===== config.mk =====
export PLATFORM = sky130hd
export DESIGN_NAME = uart_rx_8n1
export DESIGN_NICKNAME = d
export VERILOG_FILES = /design/src/rtl/uart_pkg.sv /design/src/rtl/uart_rx_bit_timer.sv /design/src/rtl/uart_rx_8n1.sv
export SDC_FILE = /design/constraint.sdc
export NUM_CORES = 1
export LEC_CHECK = 0
export CAP_MARGIN = 15
export CORE_UTILIZATION = 50
export CTS_CLUSTER_SIZE = 16
export DETAILED_ROUTE_END_ITERATION = 12
export PLACE_DENSITY = 0.8
export SYNTH_ARGS = -nofsm -noshare
export SYNTH_HDL_FRONTEND = slang
export SYNTH_SLANG_ARGS = --single-unit

===== constraint.sdc =====
create_clock -name clk -period 4.3 [get_ports clk]
set_clock_uncertainty 0.1 [all_clocks]
set_input_delay 0.86 -clock clk [delete_from_list [all_inputs] [get_ports clk]]
set_output_delay 0.86 -clock clk [all_outputs]
set_load 0.1 [all_outputs]

===== src/rtl/uart_pkg.sv =====
// ============================================================================
// uart_pkg : shared UART state encodings, data width and bit-timing macros
// Revision : 1.0
// ============================================================================
`default_nettype none

`ifndef UART_BIT_DIV
`define UART_BIT_DIV(clk_hz, baud) ((clk_hz) / (baud))
`endif
`ifndef UART_HALF_DIV
`define UART_HALF_DIV(clk_hz, baud) (((clk_hz) / (baud)) / 2)
`endif

package uart_pkg;

    localparam int DATA_W = 8;

    typedef enum logic [2:0] {
        ST_IDLE   = 3'd0,
        ST_START  = 3'd1,
        ST_DATA   = 3'd2,
        ST_PARITY = 3'd3,
        ST_STOP   = 3'd4,
        ST_BREAK  = 3'd5
    } uart_state_e;

endpackage

`default_nettype wire


===== src/rtl/uart_rx_bit_timer.sv =====
// ============================================================================
// uart_rx_bit_timer : 16-bit bit-period counter with full and half-bit ticks
// Revision : 1.0
// ============================================================================
`default_nettype none

module uart_rx_bit_timer #(
    parameter int BIT_DIV  = 10,
    parameter int HALF_DIV = 5
) (
    input  logic clk,
    input  logic rst_n,
    input  logic clear,
    input  logic half_sel,
    output logic tick,
    output logic half_tick
);

    localparam logic [15:0] C_BIT_LAST  = 16'(BIT_DIV - 1);
    localparam logic [15:0] C_HALF_LAST = 16'(HALF_DIV - 1);

    logic [15:0] cnt_q;
    logic [15:0] cnt_d;
    logic        w_wrap;

    // With half_sel the period is shortened so the start bit is checked mid-bit.
    always_comb begin
        half_tick = half_sel && (cnt_q == C_HALF_LAST);
        tick      = !half_sel && (cnt_q == C_BIT_LAST);
        w_wrap    = tick || half_tick;
        cnt_d     = (clear || w_wrap) ? 16'd0 : cnt_q + 16'd1;
    end

    always_ff @(posedge clk or negedge rst_n) begin
        if (!rst_n) begin
            cnt_q <= 16'd0;
        end else begin
            cnt_q <= cnt_d;
        end
    end

endmodule

`default_nettype wire


===== src/rtl/uart_rx_8n1.sv =====
// ============================================================================
// uart_rx_8n1 : start-aligned UART receiver, 8 data bits, 1 stop bit
// Optional parity bit enabled by macro UART_RX_PARITY_EN.
// Revision : 1.0
// ============================================================================
`default_nettype none

module uart_rx_8n1
    import uart_pkg::*;
#(
    parameter int CLK_Period = 50000000,
    parameter int Buad_Rate  = 9600,
    parameter bit Parity_Odd = 1'b0
) (
    input  logic              clk,
    input  logic              rst_n,
    input  logic              rx,
    output logic [DATA_W-1:0] rx_data,
    output logic              rx_valid,
    output logic              rx_frame_err,
    output logic              rx_parity_err,
    output logic              rx_busy
);

    localparam int BIT_DIV  = `UART_BIT_DIV(CLK_Period, Buad_Rate);
    localparam int HALF_DIV = `UART_HALF_DIV(CLK_Period, Buad_Rate);

    logic              sync1_q;
    logic              sync2_q;
    logic              prev_q;
    uart_state_e       state_q;
    uart_state_e       state_d;
    logic [2:0]        idx_q;
    logic [2:0]        idx_d;
    logic [DATA_W-1:0] shift_q;
    logic [DATA_W-1:0] shift_d;
    logic [DATA_W-1:0] data_q;
    logic [DATA_W-1:0] data_d;
    logic              valid_q;
    logic              valid_d;
    logic              ferr_q;
    logic              ferr_d;
`ifdef UART_RX_PARITY_EN
    logic              par_q;
    logic              par_d;
    logic              perr_q;
    logic              perr_d;
`endif

    logic w_fall;
    logic w_clear;
    logic w_half_sel;
    logic w_tick;
    logic w_half_tick;

    assign w_fall = prev_q & ~sync2_q;

    uart_rx_bit_timer #(
        .BIT_DIV  (BIT_DIV),
        .HALF_DIV (HALF_DIV)
    ) u_bit_timer (
        .clk       (clk),
        .rst_n     (rst_n),
        .clear     (w_clear),
        .half_sel  (w_half_sel),
        .tick      (w_tick),
        .half_tick (w_half_tick)
    );

    always_comb begin
        state_d    = state_q;
        idx_d      = idx_q;
        shift_d    = shift_q;
        data_d     = data_q;
        valid_d    = 1'b0;
        ferr_d     = 1'b0;
        w_clear    = 1'b0;
        w_half_sel = 1'b0;
`ifdef UART_RX_PARITY_EN
        par_d      = par_q;
        perr_d     = 1'b0;
`endif
        case (state_q)
            ST_IDLE: begin
                if (w_fall) begin
                    state_d = ST_START;
                    w_clear = 1'b1;
                end
            end
            ST_START: begin
                w_half_sel = 1'b1;
                if (w_half_tick) begin
                    if (!sync2_q) begin
                        state_d = ST_DATA;
                        idx_d   = 3'd0;
                        w_clear = 1'b1;
                    end else begin
                        state_d = ST_IDLE;
                    end
                end
            end
            ST_DATA: begin
                if (w_tick) begin
                    shift_d[idx_q] = sync2_q;
                    if (idx_q == 3'd7) begin
`ifdef UART_RX_PARITY_EN
                        state_d = ST_PARITY;
`else
                        state_d = ST_STOP;
`endif
                    end else begin
                        idx_d = idx_q + 3'd1;
                    end
                end
            end
`ifdef UART_RX_PARITY_EN
            ST_PARITY: begin
                if (w_tick) begin
                    par_d   = sync2_q;
                    state_d = ST_STOP;
                end
            end
`endif
            ST_STOP: begin
                if (w_tick) begin
                    if (sync2_q) begin
                        data_d  = shift_q;
                        valid_d = 1'b1;
`ifdef UART_RX_PARITY_EN
                        perr_d  = ((^shift_q) ^ par_q) != Parity_Odd;
`endif
                        state_d = ST_IDLE;
                    end else begin
                        ferr_d  = 1'b1;
                        state_d = ST_BREAK;
                    end
                end
            end
            // A held-low line stays here so it reports a single framing error.
            ST_BREAK: begin
                if (sync2_q) begin
                    state_d = ST_IDLE;
                end
            end
            default: begin
                state_d = ST_IDLE;
            end
        endcase
    end

    always_ff @(posedge clk or negedge rst_n) begin
        if (!rst_n) begin
            sync1_q <= 1'b1;
            sync2_q <= 1'b1;
            prev_q  <= 1'b1;
            state_q <= ST_IDLE;
            idx_q   <= 3'd0;
            shift_q <= '0;
            data_q  <= '0;
            valid_q <= 1'b0;
            ferr_q  <= 1'b0;
`ifdef UART_RX_PARITY_EN
            par_q   <= 1'b0;
            perr_q  <= 1'b0;
`endif
        end else begin
            sync1_q <= rx;
            sync2_q <= sync1_q;
            prev_q  <= sync2_q;
            state_q <= state_d;
            idx_q   <= idx_d;
            shift_q <= shift_d;
            data_q  <= data_d;
            valid_q <= valid_d;
            ferr_q  <= ferr_d;
`ifdef UART_RX_PARITY_EN
            par_q   <= par_d;
            perr_q  <= perr_d;
`endif
        end
    end

    assign rx_data      = data_q;
    assign rx_valid     = valid_q;
    assign rx_frame_err = ferr_q;
    assign rx_busy      = (state_q != ST_IDLE);
`ifdef UART_RX_PARITY_EN
    assign rx_parity_err = perr_q;
`else
    // Parity sense has no effect without the parity bit.
    assign rx_parity_err = Parity_Odd & 1'b0;
`endif

endmodule

`default_nettype wire


; ---- Yosys cells after proc, flatten, opt, wreduce, memory -nomap -nowiden
; Index checks and enable logic that the tools add are counted.
[word_totals]
elab_cells = 72
output_inout_bits = 12
input_bits = 3
ff_bits = 43
[op_classes]
reduce_logical = 13
add_sub_neg = 2
n_lt_le_gt_ge = 2
n_eq_ne = 15
mux = 28
n_bitwise = 2
[op_table]
columns = cell, count
row1 = 3-bit 2-to-1 mux, 11
row2 = "16-bit by 1-bit adder with 16-bit output, second input constant", 1
row3 = "16-bit by 12-bit equality test with 1-bit output, second input constant", 1
row4 = "16-bit by 13-bit equality test with 1-bit output, second input constant", 1
row5 = 16-bit 2-to-1 mux, 1
row6 = 3-bit one-hot mux with 5 select lines, 1
row7 = 1-bit 2-to-1 mux, 10
row8 = "2-bit != test, second input constant", 5
row9 = "3-bit equality test, second input constant", 3
row10 = 8-bit bitwise mux, 1
row11 = "2-bit by 1-bit != test with 1-bit output, second input constant", 3
row12 = 3-bit one-hot mux with 2 select lines, 1
row13 = 6-bit AND reduction, 1
row14 = 5-bit AND reduction, 1
row15 = "3-bit by 4-bit < comparator with 1-bit output, second input constant", 1
row16 = "3-bit by 1-bit adder with 3-bit output, second input constant", 1
row17 = 1-bit demux with 3-bit select, 1
row18 = "3-bit by 1-bit equality test with 1-bit output, second input constant", 1
row19 = "3-bit by 2-bit equality test with 1-bit output, second input constant", 1
row20 = "3-bit by 1-bit >= comparator with 1-bit output, second input constant", 1
row21 = 1-bit logical AND, 3
row22 = 3-bit logical NOT, 1
row23 = 3-bit AND reduction, 1
row24 = 3-bit nonzero test, 1
row25 = other kinds (8), 9

; ---- Longest topological paths before layout
; Gate-level depths: netlist of the first run.
[logic_depth]
ltp_word = 7
mapped_depth = 7
ltp_nobuf = 6

; ---- Hierarchy
; Synthesis of the first run repeated with hierarchy kept, for this count alone.
[hier_totals]
cells_unflattened = 187
area_unflattened_um2 = 2153.3
[modules_own_cells]
columns = mod, area_per_inst_um2, cells_per_inst, n_inst, seq_area_each_um2
row1 = uart_rx_8n1, 1234.9, 96, 1, 679.4
row2 = uart_rx_bit_timer, 918.4, 91, 1, 400.4

; ---- Worst setup path before layout of the first run
; Ideal clock, no wire load.
[synth_path]
kind = reg-to-reg
start = reg state_q[1]
end = reg u_bit_timer.cnt_q[10]
setup_slack_ps = 2120
synth_period_minus_slack_ps = 2180
t_required_ps = 4081
stages_incl_launch_ff = 6
n_path_buf = 1
t_arrival_ps = 1961
setup_ps = 119
cell_sequence = dfrtp_1 > nor2_1 > nand2_1 > o221ai_2 > buf_4 > nor2_1
[synth_via]
elab_chain_len = 7
word_cells_on_any_way = 11
classes_between = eq/ne (1) / mux (4) / reduce/logical (6)
[synth_rtl]
columns = element, line
row1 = "start, declared", uart_rx_8n1.sv:31  ; uart_state_e state_q;
row2 = "start signal, assigned", uart_rx_8n1.sv:170  ; state_q <= state_d;
row3 = 3-bit by 1-bit equality test with 1-bit output, uart_rx_8n1.sv:83  ; case (state_q)
row4 = 1-bit 2-to-1 mux, uart_rx_8n1.sv:83
row5 = 1-bit logical AND or 1-bit logical NOT (tied branches), "uart_rx_bit_timer.sv:28, uart_rx_bit_timer.sv:29"
row6 = 1-bit 2-to-1 mux or 1-bit logical AND (tied branches), "uart_rx_8n1.sv:92, uart_rx_bit_timer.sv:29"
row7 = 1-bit one-hot mux with 2 select lines or 1-bit logical OR (tied branches), "uart_rx_8n1.sv:83, uart_rx_bit_timer.sv:30"
row8 = 1-bit logical OR *, uart_rx_bit_timer.sv:31  ; cnt_d = (clear || w_wrap) ? 16'd0 : cnt_q + 16'd1;
row9 = 16-bit 2-to-1 mux *, uart_rx_bit_timer.sv:31
row10 = net u_bit_timer.cnt_d[10], uart_rx_bit_timer.sv:23  ; logic [15:0] cnt_d;
row11 = "end signal, assigned", uart_rx_bit_timer.sv:38  ; cnt_q <= cnt_d;
row12 = "end, declared", uart_rx_bit_timer.sv:22  ; logic [15:0] cnt_q;
; Mark *: on every way through the listed nets, which the timed path passes. The rest lies on a longest branch.
; A chain may end at the register's enable or synchronous reset.

; ---- Worst setup path after layout of the first run
[layout_path]
start = reg state_q[1]
end = out rx_busy
[layout_via]
elab_chain_len = 1
[layout_rtl]
columns = element, line
row1 = 3-bit nonzero test, uart_rx_8n1.sv:186  ; assign rx_busy = (state_q != ST_IDLE);
row2 = "end, declared", uart_rx_8n1.sv:22  ; output logic rx_busy
; Every way passes these cells.

==> impl_metrics.env, run 1 <==
export IMPL_start_util=0.539
export IMPL_syn2layout_area_growth_pct=13.8
export IMPL_synth_edf_count=0
export IMPL_timing_rr_start="u_bit_timer.cnt_q[5]"
export IMPL_endpoint_kind="output pin"
export IMPL_pin_count=15
export IMPL_drtPass1Iterations=4
export IMPL_core_area_um2=3800
export IMPL_p_int_uw=729
export IMPL_hold_path_class="reg -> reg"
export IMPL_cp_data_required_time_ns=3.34
export IMPL_vias=1386
export IMPL_grt_max_degree=44
export IMPL_min_path_cells=0
export IMPL_async_flop_share=1.00
export IMPL_overflow=0
export IMPL_syn_avg_cell_area_um2=11.9
export IMPL_clkSlewWorstSetupHoldPaths_ns=0.07
export IMPL_insertedDiodeCount=0
export IMPL_postRouteAntennaNets=0
export IMPL_finalNetCount=193
export IMPL_startpoint="state_q[1]"
export IMPL_wirelength_mm=3.81
export IMPL_insertion_delay_ns=0.30
export IMPL_synth_nets=178
export IMPL_max_vdd_ir_drop_uv=314
export IMPL_die_width_um=66.0
export IMPL_fmax_mhz=319
export IMPL_cts_root_buffer="clkbuf_8"
export IMPL_synth_distinct_cells=48
export IMPL_rsz0062_at_grt="no"
export IMPL_grt_pass1_wl_mm=6.58
export IMPL_min_from="sync1_q"
export IMPL_power_frac_comb=0.174
export IMPL_n_fill_cell=294
export IMPL_dp_hpwl_mm=2.43
export IMPL_final_common_cell="dfrtp_1"
export IMPL_cts_htree_levels=2
export IMPL_total_leakage_power_nw=1.06
export IMPL_die_y_um=66.0
export IMPL_drive_above_1_share=0.160
export IMPL_post_cts_setup_buffers=0
export IMPL_synth_area_um2=2050
export IMPL_status="completed"
export IMPL_ys_seq_area_frac=0.528
export IMPL_start_kind="flip-flop"
export IMPL_viasPerCell=5.87
export IMPL_max_cap_violations=0
export IMPL_drt_initial_drc_count=56
export IMPL_gp_congestion=0.857
export IMPL_crit_arrival_ns=2.17
export IMPL_clk_path_buf_depth=2
export IMPL_synth_cells=172
export IMPL_reg2reg_depth=5
export IMPL_final_cell_mix="40 x dfrtp_1, 23 x nor2_1, 12 x clkdlybuf4s50_1"
export IMPL_tightest_slew_ns=0.968
export IMPL_synth_ff_type="dfrtp_1"
export IMPL_setup_tns_ns=0
export IMPL_ys_warnings_count=0
export IMPL_grt_use_total=0.204
export IMPL_sw_frac_of_total=0.284
export IMPL_antenna_found_initial=0
export IMPL_dp_cells=228
export IMPL_synth_seq_cells=43
export IMPL_worstPathMaxFanout=7
export IMPL_tritoncts="yes"
export IMPL_ctsResizeCount=0
export IMPL_grt_pass1_vias=1418
export IMPL_clock_sinks=43
export IMPL_fin_crit_sh=0.728
export IMPL_hold_viol_final=0
export IMPL_rows=22
export IMPL_finalMaxSlewViolations=0
export IMPL_dieArea_um2=4350
export IMPL_setup_viol_count_final=0
export IMPL_io_buffers=13
export IMPL_p_clk_frac=0.364
export IMPL_power_mw=1.02
export IMPL_hold_buffers=0
export IMPL_avgRoutedWirePerCell_um=16.1
export IMPL_cts_buffers=5
export IMPL_max_slew_margin_rel=0.352
export IMPL_critical_path_class="reg -> out"
export IMPL_drcViolationCount=0
export IMPL_period_needed_ns=3.13
export IMPL_p_per_area_nw_per_um2=437
export IMPL_fin_cells=236
export IMPL_netSwitchingPower_uw=289
export IMPL_pwr_share_seq=0.462
cell usage after synthesis (2+ instances only):
| cell | instances | area [µm²] |
|---|---|---|
| nor2_1 | 23 | 86.3 |
| nor4b_1 | 2 | 17.5 |
| nand2_1 | 8 | 30.0 |
| and3_1 | 5 | 31.3 |
| dfstp_2 | 3 | 78.8 |
| xor2_1 | 6 | 52.6 |
| ha_1 | 3 | 37.5 |
| buf_4 | 2 | 15.0 |
| mux2_2 | 3 | 33.8 |
| xnor2_1 | 8 | 70.1 |
| nand4b_1 | 3 | 26.3 |
| nand4_1 | 3 | 18.8 |
| mux2_4 | 8 | 120 |
| mux2_1 | 6 | 67.6 |
| nand3_1 | 8 | 40.0 |
| a32o_1 | 2 | 20.0 |
| o22ai_1 | 2 | 12.5 |
| inv_1 | 3 | 11.3 |
| dfrtp_1 | 40 | 1000 |
| nor3_1 | 6 | 30.0 |
layer usage:
metal | GRT usage | wire (µm) | up-vias
li1 | - | - | 644
met1 | 0.251 | 1790 | 690
met2 | 0.329 | 1770 | 38
met3 | 0.0603 | 140 | 14
met4 | 0.0957 | 107 | 0
met5 | 0 | 0 | -
critical path, stage by stage (launching register included):
cell and delay, ns:
dfrtp_1 0.46, nor2_1 0.12, nand2_1 0.15, clkdlybuf4s50_1 1.16
power by group through the flow:
stage / logic [mW] / clock network (mW) / registers, mW
after floorplan: 0.143 / 0 / 0.467
after global placement: 0.167 / 0 / 0.473
after detailed placement: 0.174 / 0 / 0.476
after CTS: 0.176 / 0.378 / 0.469
after global routing: 0.200 / 0.394 / 0.476
final: 0.177 / 0.370 / 0.471
worst paths after layout:
kind | end | slack (ns)
max | rx_busy | 1.17
max in group asynchronous | state_q[2] | 2.94
min reg2reg | sync2_q | 0.26
min | sync2_q | 0.26
min in group asynchronous | rx_frame_err | 0.59
max reg2reg | rx_data[0] | 1.86
through the flow:
step	cell area (µm²)	setup slack [ns]	util	hold slack, ns
finish	2330	1.17	0.613	0.259
detailed placement	2200	1.53	0.578	0.250
global route	2330	1.11	0.613	0.266
floorplan	2050	2.12	-	0.245
CTS	2330	1.19	0.613	0.262
global placement	2200	1.60	0.578	0.246
state kept, by name (all words and copies together), names as in the netlist:
name,flops
idx_q,3
prev_q,1
rx_data,8
rx_frame_err,1
rx_valid,1
shift_q,8
state_q,3
sync1_q,1
sync2_q,1
u_bit_timer.cnt_q,16
logic make-up after synthesis:
family	Yosys count	synth area share
xor gates and xnor gates	14	0.0599
other	1	0.00183
and+or+nand+nor	73	0.209
DFF	43	0.528
adders and majority gates	3	0.0184
buffers and inverters	9	0.0245
AOI/OAI and AO/OA	12	0.0502
muxes	17	0.108
layout make-up:
class                           instances  area [µm²]  area share
Timing Repair Buffer                   13         125      0.0537
Tap cell                               48        60.1      0.0258
Inverter                                4        15.0     0.00645
Multi-Input combinational cell        120         916       0.393
Clock buffer                            6        72.6      0.0312
Clock inverter                          2        60.1      0.0258
Sequential cell                        43        1080       0.464
(Power assumes the default switching activity.)
==> inputs of run 2 (changes only) <==
Clock period 4.3 ns to 3.3 ns, I/O delays scaled along.
==> run 2 against run 1 <==
Compared with the run above: cell area fell by 3.4%; largest power group unchanged; count of clock-buffer cells in the layout increased by 1; worst hold slack gained 0.00079 ns; critical path type is now reg -> reg; via count down 2.5%; die area stayed put; total power up 14%; sequential power is 30% higher; setup slack got worse by 0.27 ns; largest cell class unchanged; highest routed layer unchanged; global-route usage is 1.5 points lower.
==> impl_metrics.env, run 2 (synthesis gave the netlist of run 1 again) <==
export IMPL_io_buffers=13
export IMPL_endpoint_kind="flip-flop"
export IMPL_final_common_cell="dfrtp_1"
export IMPL_final_cell_mix="40 x dfrtp_1, 23 x nor2_1, 11 x buf_4"
export IMPL_grt_pass1_vias=1344
export IMPL_rsz0062_at_grt="no"
export IMPL_grt_max_degree=44
export IMPL_sw_frac_of_total=0.312
export IMPL_p_clk_frac=0.274
export IMPL_tightest_slew_ns=0.905
export IMPL_crit_arrival_ns=2.48
export IMPL_hold_slack_ns=0.260
export IMPL_overflow=0
export IMPL_max_vdd_ir_drop_uv=395
export IMPL_syn2layout_area_growth_pct=9.97
export IMPL_ctsResizeCount=0
export IMPL_critical_path_class="reg -> reg"
export IMPL_avgRoutedWirePerCell_um=14.6
export IMPL_grt_pass1_wl_mm=6.09
export IMPL_cts_buffers=5
export IMPL_max_cap_violations=0
export IMPL_rrSetupSlack_ns=0.90
export IMPL_min_from="sync1_q"
export IMPL_clkSlewWorstSetupHoldPaths_ns=0.08
export IMPL_postRouteAntennaNets=0
export IMPL_worstPathMaxFanout=9
export IMPL_netSwitchingPower_uw=360
export IMPL_total_leakage_power_nw=1.06
export IMPL_dieArea_um2=4350
export IMPL_period_needed_ns=2.40
export IMPL_rows=22
export IMPL_post_cts_setup_buffers=0
export IMPL_status="completed"
export IMPL_clock_sinks=43
export IMPL_hold_path_class="reg -> reg"
export IMPL_largest_register_ffs=16
export IMPL_wirelength_mm=3.44
export IMPL_max_slew_margin_rel=0.396
export IMPL_pin_count=15
export IMPL_fin_crit_sh=0.727
export IMPL_dp_hpwl_mm=2.47
export IMPL_regMostFlops="u_bit_timer.cnt_q"
export IMPL_drive_above_1_share=0.213
export IMPL_viasPerCell=5.72
export IMPL_start_kind="flip-flop"
export IMPL_drcViolationCount=0
export IMPL_power_mw=1.16
export IMPL_insertion_delay_ns=0.29
export IMPL_finalNetCount=193
export IMPL_start_util=0.539
export IMPL_setup_tns_ns=0
export IMPL_pwr_share_seq=0.529
export IMPL_gp_congestion=0.833
export IMPL_hold_path_endpoint="sync2_q"
export IMPL_fmax_mhz=417
export IMPL_cp_data_required_time_ns=3.38
export IMPL_hold_viol_final=0
export IMPL_die_width_um=66.0
export IMPL_cts_root_buffer="clkbuf_8"
export IMPL_drtPass1Iterations=4
export IMPL_hold_buffers=0
export IMPL_timing_rr_start="u_bit_timer.cnt_q[0]"
export IMPL_power_frac_comb=0.197
export IMPL_tritoncts="yes"
export IMPL_min_path_cells=0
export IMPL_core_area_um2=3800
export IMPL_antenna_found_initial=0
export IMPL_grt_use_total=0.189
export IMPL_p_int_uw=795
export IMPL_r2r_end="rx_data[5]"
export IMPL_die_y_um=66.0
export IMPL_reg2reg_depth=6
export IMPL_drt_initial_drc_count=88
export IMPL_clk_path_buf_depth=2
export IMPL_insertedDiodeCount=0
export IMPL_vias=1351
export IMPL_cts_htree_levels=2
export IMPL_p_per_area_nw_per_um2=514
export IMPL_setup_viol_count_final=0
export IMPL_finalMaxSlewViolations=0
==> run 2: changes by cell type in the layout (fill, tap and decap cells not counted) <==
cell	change
clkinv_2	+1
bufinv_16	-2
buf_4	+11
clkdlybuf4s50_1	-11
clkbuf_1	+1
==> run 2: worst max-delay path by stage <==
stage	cells after the start	startpoint	endpoint
floorplan	5	state_q[1]	u_bit_timer.cnt_q[10]
global placement	5	u_bit_timer.cnt_q[9]	rx_data[5]
detailed placement	6	u_bit_timer.cnt_q[0]	rx_data[1]
CTS	6	u_bit_timer.cnt_q[0]	rx_data[1]
global route	6	u_bit_timer.cnt_q[0]	rx_data[1]
finish	6	u_bit_timer.cnt_q[0]	rx_data[5]
==> run 2: final cells by class <==
type	count	area (µm²)
Timing Repair Buffer	13	97.6
Multi-Input combinational cell	120	916
Inverter	4	15.0
Tap cell	48	60.1
Sequential cell	43	1080
Clock inverter	1	5.00
Clock buffer	7	76.3
Fill cell	304	1550
==> run 2: through the flow <==
step	std cells	util	area, µm²	setup WS, ns
2_1_floorplan	172	-	2050	1.12
3_3_place_gp	228	0.571	2170	1.00
5_1_grt	236	0.592	2250	0.797
6_report	236	0.592	2250	0.901
3_5_place_dp	228	0.571	2170	0.909
4_1_cts	236	0.592	2250	0.906
==> run 2: critical path, cell delays in order, from the launching register on <==
cell and delay [ns]:
dfrtp_1 0.37, ha_1 0.26, and3_1 0.24, nand4_2 0.20, nor2_4 0.21, and4_1 0.56, mux2_4 0.34
==> run 2: power groups by stage <==
stage | logic [mW] | clock network, mW | registers [mW]
after floorplan | 0.186 | 0 | 0.609
after global placement | 0.221 | 0 | 0.617
after detailed placement | 0.229 | 0 | 0.621
after CTS | 0.231 | 0.326 | 0.611
after global routing | 0.250 | 0.355 | 0.621
final | 0.228 | 0.316 | 0.611
==> run 2: metal layers <==
layer	GRT usage	share of wire
met4	0.0665	0.017
met5	0	0
met3	0.0621	0.055
met1	0.249	0.47
met2	0.291	0.46
==> inputs of run 3 (changes only) <==
Settings changed: PLACE_DENSITY 0.8 to 0.82.
Clock period 3.3 ns to 2.2 ns, I/O delays scaled along.
==> run 3 against run 2 <==
Compared with the run above: first-iteration DRC count decreased by 51%; via count up 3.2%; sequential share of layout area shrank 3.9 points; die area did not move; total power is 71% higher; critical path type unchanged; largest cell class unchanged; largest power group unchanged.
==> impl_metrics.env, run 3 (synthesis gave the netlist of run 1 again) <==
export IMPL_status="completed"
export IMPL_postRouteAntennaNets=0
export IMPL_die_width_um=66.0
export IMPL_vias=1394
export IMPL_max_vdd_ir_drop_uv=638
export IMPL_dieArea_um2=4350
export IMPL_p_int_mw=1.41
export IMPL_final_cell_mix="40 x dfrtp_1, 23 x nor2_1, 22 x buf_4"
export IMPL_max_cap_violations=0
export IMPL_gp_congestion=0.899
export IMPL_grt_max_degree=23
export IMPL_sw_frac_of_total=0.287
export IMPL_rrSetupSlack_ns=0.06
export IMPL_drive_above_1_share=0.287
export IMPL_core_area_um2=3800
export IMPL_syn2layout_area_growth_pct=19.6
export IMPL_dp_hpwl_mm=2.71
export IMPL_grt_use_total=0.201
export IMPL_cts_buffers=5
export IMPL_fin_cells=250
export IMPL_cts_root_buffer="clkbuf_8"
export IMPL_insertedDiodeCount=0
export IMPL_setup_tns_ns=0
export IMPL_cp_data_required_time_ns=2.28
export IMPL_tightest_slew_ns=0.525
export IMPL_clock_sinks=43
export IMPL_overflow=0
export IMPL_insertion_delay_ns=0.29
export IMPL_endpoint_kind="flip-flop"
export IMPL_reg2reg_depth=6
export IMPL_fmax_mhz=466
export IMPL_worstPathMaxFanout=5
export IMPL_grt_pass1_vias=1458
export IMPL_start_util=0.539
export IMPL_grt_pass1_wl_mm=6.47
export IMPL_finalMaxSlewViolations=0
export IMPL_viasPerCell=5.58
export IMPL_stdcell_area_um2=2450
export IMPL_crit_arrival_ns=2.22
export IMPL_p_clk_frac=0.313
export IMPL_netSwitchingPower_uw=567
export IMPL_start_kind="flip-flop"
export IMPL_io_buffers=13
export IMPL_clkSlewWorstSetupHoldPaths_ns=0.08
export IMPL_critical_path_class="reg -> reg"
export IMPL_drcViolationCount=0
export IMPL_p_per_area_nw_per_um2=807
export IMPL_setup_viol_count_final=0
export IMPL_die_y_um=66.0
export IMPL_pwr_share_seq=0.454
export IMPL_post_dp_cell_area_um2=2280
export IMPL_drtPass1Iterations=4
export IMPL_hold_viol_final=0
export IMPL_timing_rr_start="u_bit_timer.cnt_q[5]"
export IMPL_regMostFlops="u_bit_timer.cnt_q"
export IMPL_period_needed_ns=2.14
export IMPL_finalNetCount=207
export IMPL_r2r_end="shift_q[7]"
export IMPL_fin_crit_sh=0.975
export IMPL_antenna_found_initial=0
export IMPL_hold_path_class="in -> async"
export IMPL_power_frac_comb=0.232
export IMPL_final_common_cell="dfrtp_1"
export IMPL_largest_register_ffs=16
export IMPL_cts_htree_levels=2
export IMPL_tritoncts="yes"
export IMPL_pin_count=15
export IMPL_clk_path_buf_depth=2
export IMPL_dp_cells=238
export IMPL_total_leakage_power_nw=1.17
export IMPL_max_slew_margin_rel=0.650
export IMPL_rows=22
export IMPL_wirelength_mm=3.78
export IMPL_avgRoutedWirePerCell_um=15.1
export IMPL_drt_initial_drc_count=43
==> run 3: cell count changes in the layout (fill, tap and decap cells not counted), sizes merged <==
| cell | previous run | this run |
|---|---|---|
| clkbuf | 7 | 6 |
| bufinv | 0 | 1 |
| buf | 12 | 26 |
==> run 3: critical path: stages (launching register included) <==
cell       delay (ns)
dfrtp_1          0.39
nand4bb_1        0.18
or4_4            0.47
nor3_4           0.28
buf_4            0.16
nand4_1          0.12
mux2_1           0.34
==> run 3: how the worst max path moves through the flow <==
stage,from,endpoint,slack [ns],cells after the start
after floorplan,state_q[1],u_bit_timer.cnt_q[9],0.02,5
after global placement,u_bit_timer.cnt_q[5],rx_data[5],0.13,6
after detailed placement,u_bit_timer.cnt_q[0],shift_q[2],0.05,6
after CTS,u_bit_timer.cnt_q[0],shift_q[2],0.04,6
after global routing,u_bit_timer.cnt_q[5],shift_q[7],-0.04,6
final,u_bit_timer.cnt_q[5],shift_q[7],0.06,6
==> run 3: stage by stage <==
| stage | hold slack [ns] | util | setup WS, ns | total power [mW] |
|---|---|---|---|---|
| 3_5_place_dp | 0.248 | 0.600 | 0.0512 | 1.35 |
| 3_3_place_gp | 0.246 | 0.600 | 0.130 | 1.33 |
| 6_report | 0.0149 | 0.644 | 0.0552 | 1.98 |
| 2_1_floorplan | 0.0444 | - | 0.0200 | 1.19 |
| 5_1_grt | 0.0389 | 0.644 | -0.0417 | 2.08 |
| 4_1_cts | 0.0242 | 0.631 | 0.0425 | 1.98 |
==> run 3: layout make-up <==
cell class / instances / area, µm²
clock buffers: 6 / 82.6
clock inverters: 2 / 35.0
fillers: 293 / 1350
inverters: 4 / 15.0
multi-input cells: 120 / 933
flip-flops and latches: 43 / 1080
well taps: 48 / 60.1
repair buffers: 27 / 240
==> run 3: layer usage <==
layer  wire length, µm  track usage
met1              1620        0.222
met2              1950        0.355
met3               114       0.0483
met4                93        0.101
met5                 0            0
==> run 3: power by group through the flow <==
stage          clock network, mW  registers, mW  logic (mW)
6_report                   0.618          0.898       0.459
5_1_grt                    0.677          0.905       0.500
4_1_cts                    0.634          0.900       0.442
3_5_place_dp                   0          0.915       0.438
3_3_place_gp                   0          0.908       0.419
2_1_floorplan                  0          0.913       0.279
==> run 3: what timing repair did <==
item / in CTS / in global routing
hold buffers: 0 / 0
gates resized for setup: 0 / 3
setup buffers: 0 / 4
setup endpoints to repair: 0 / 13
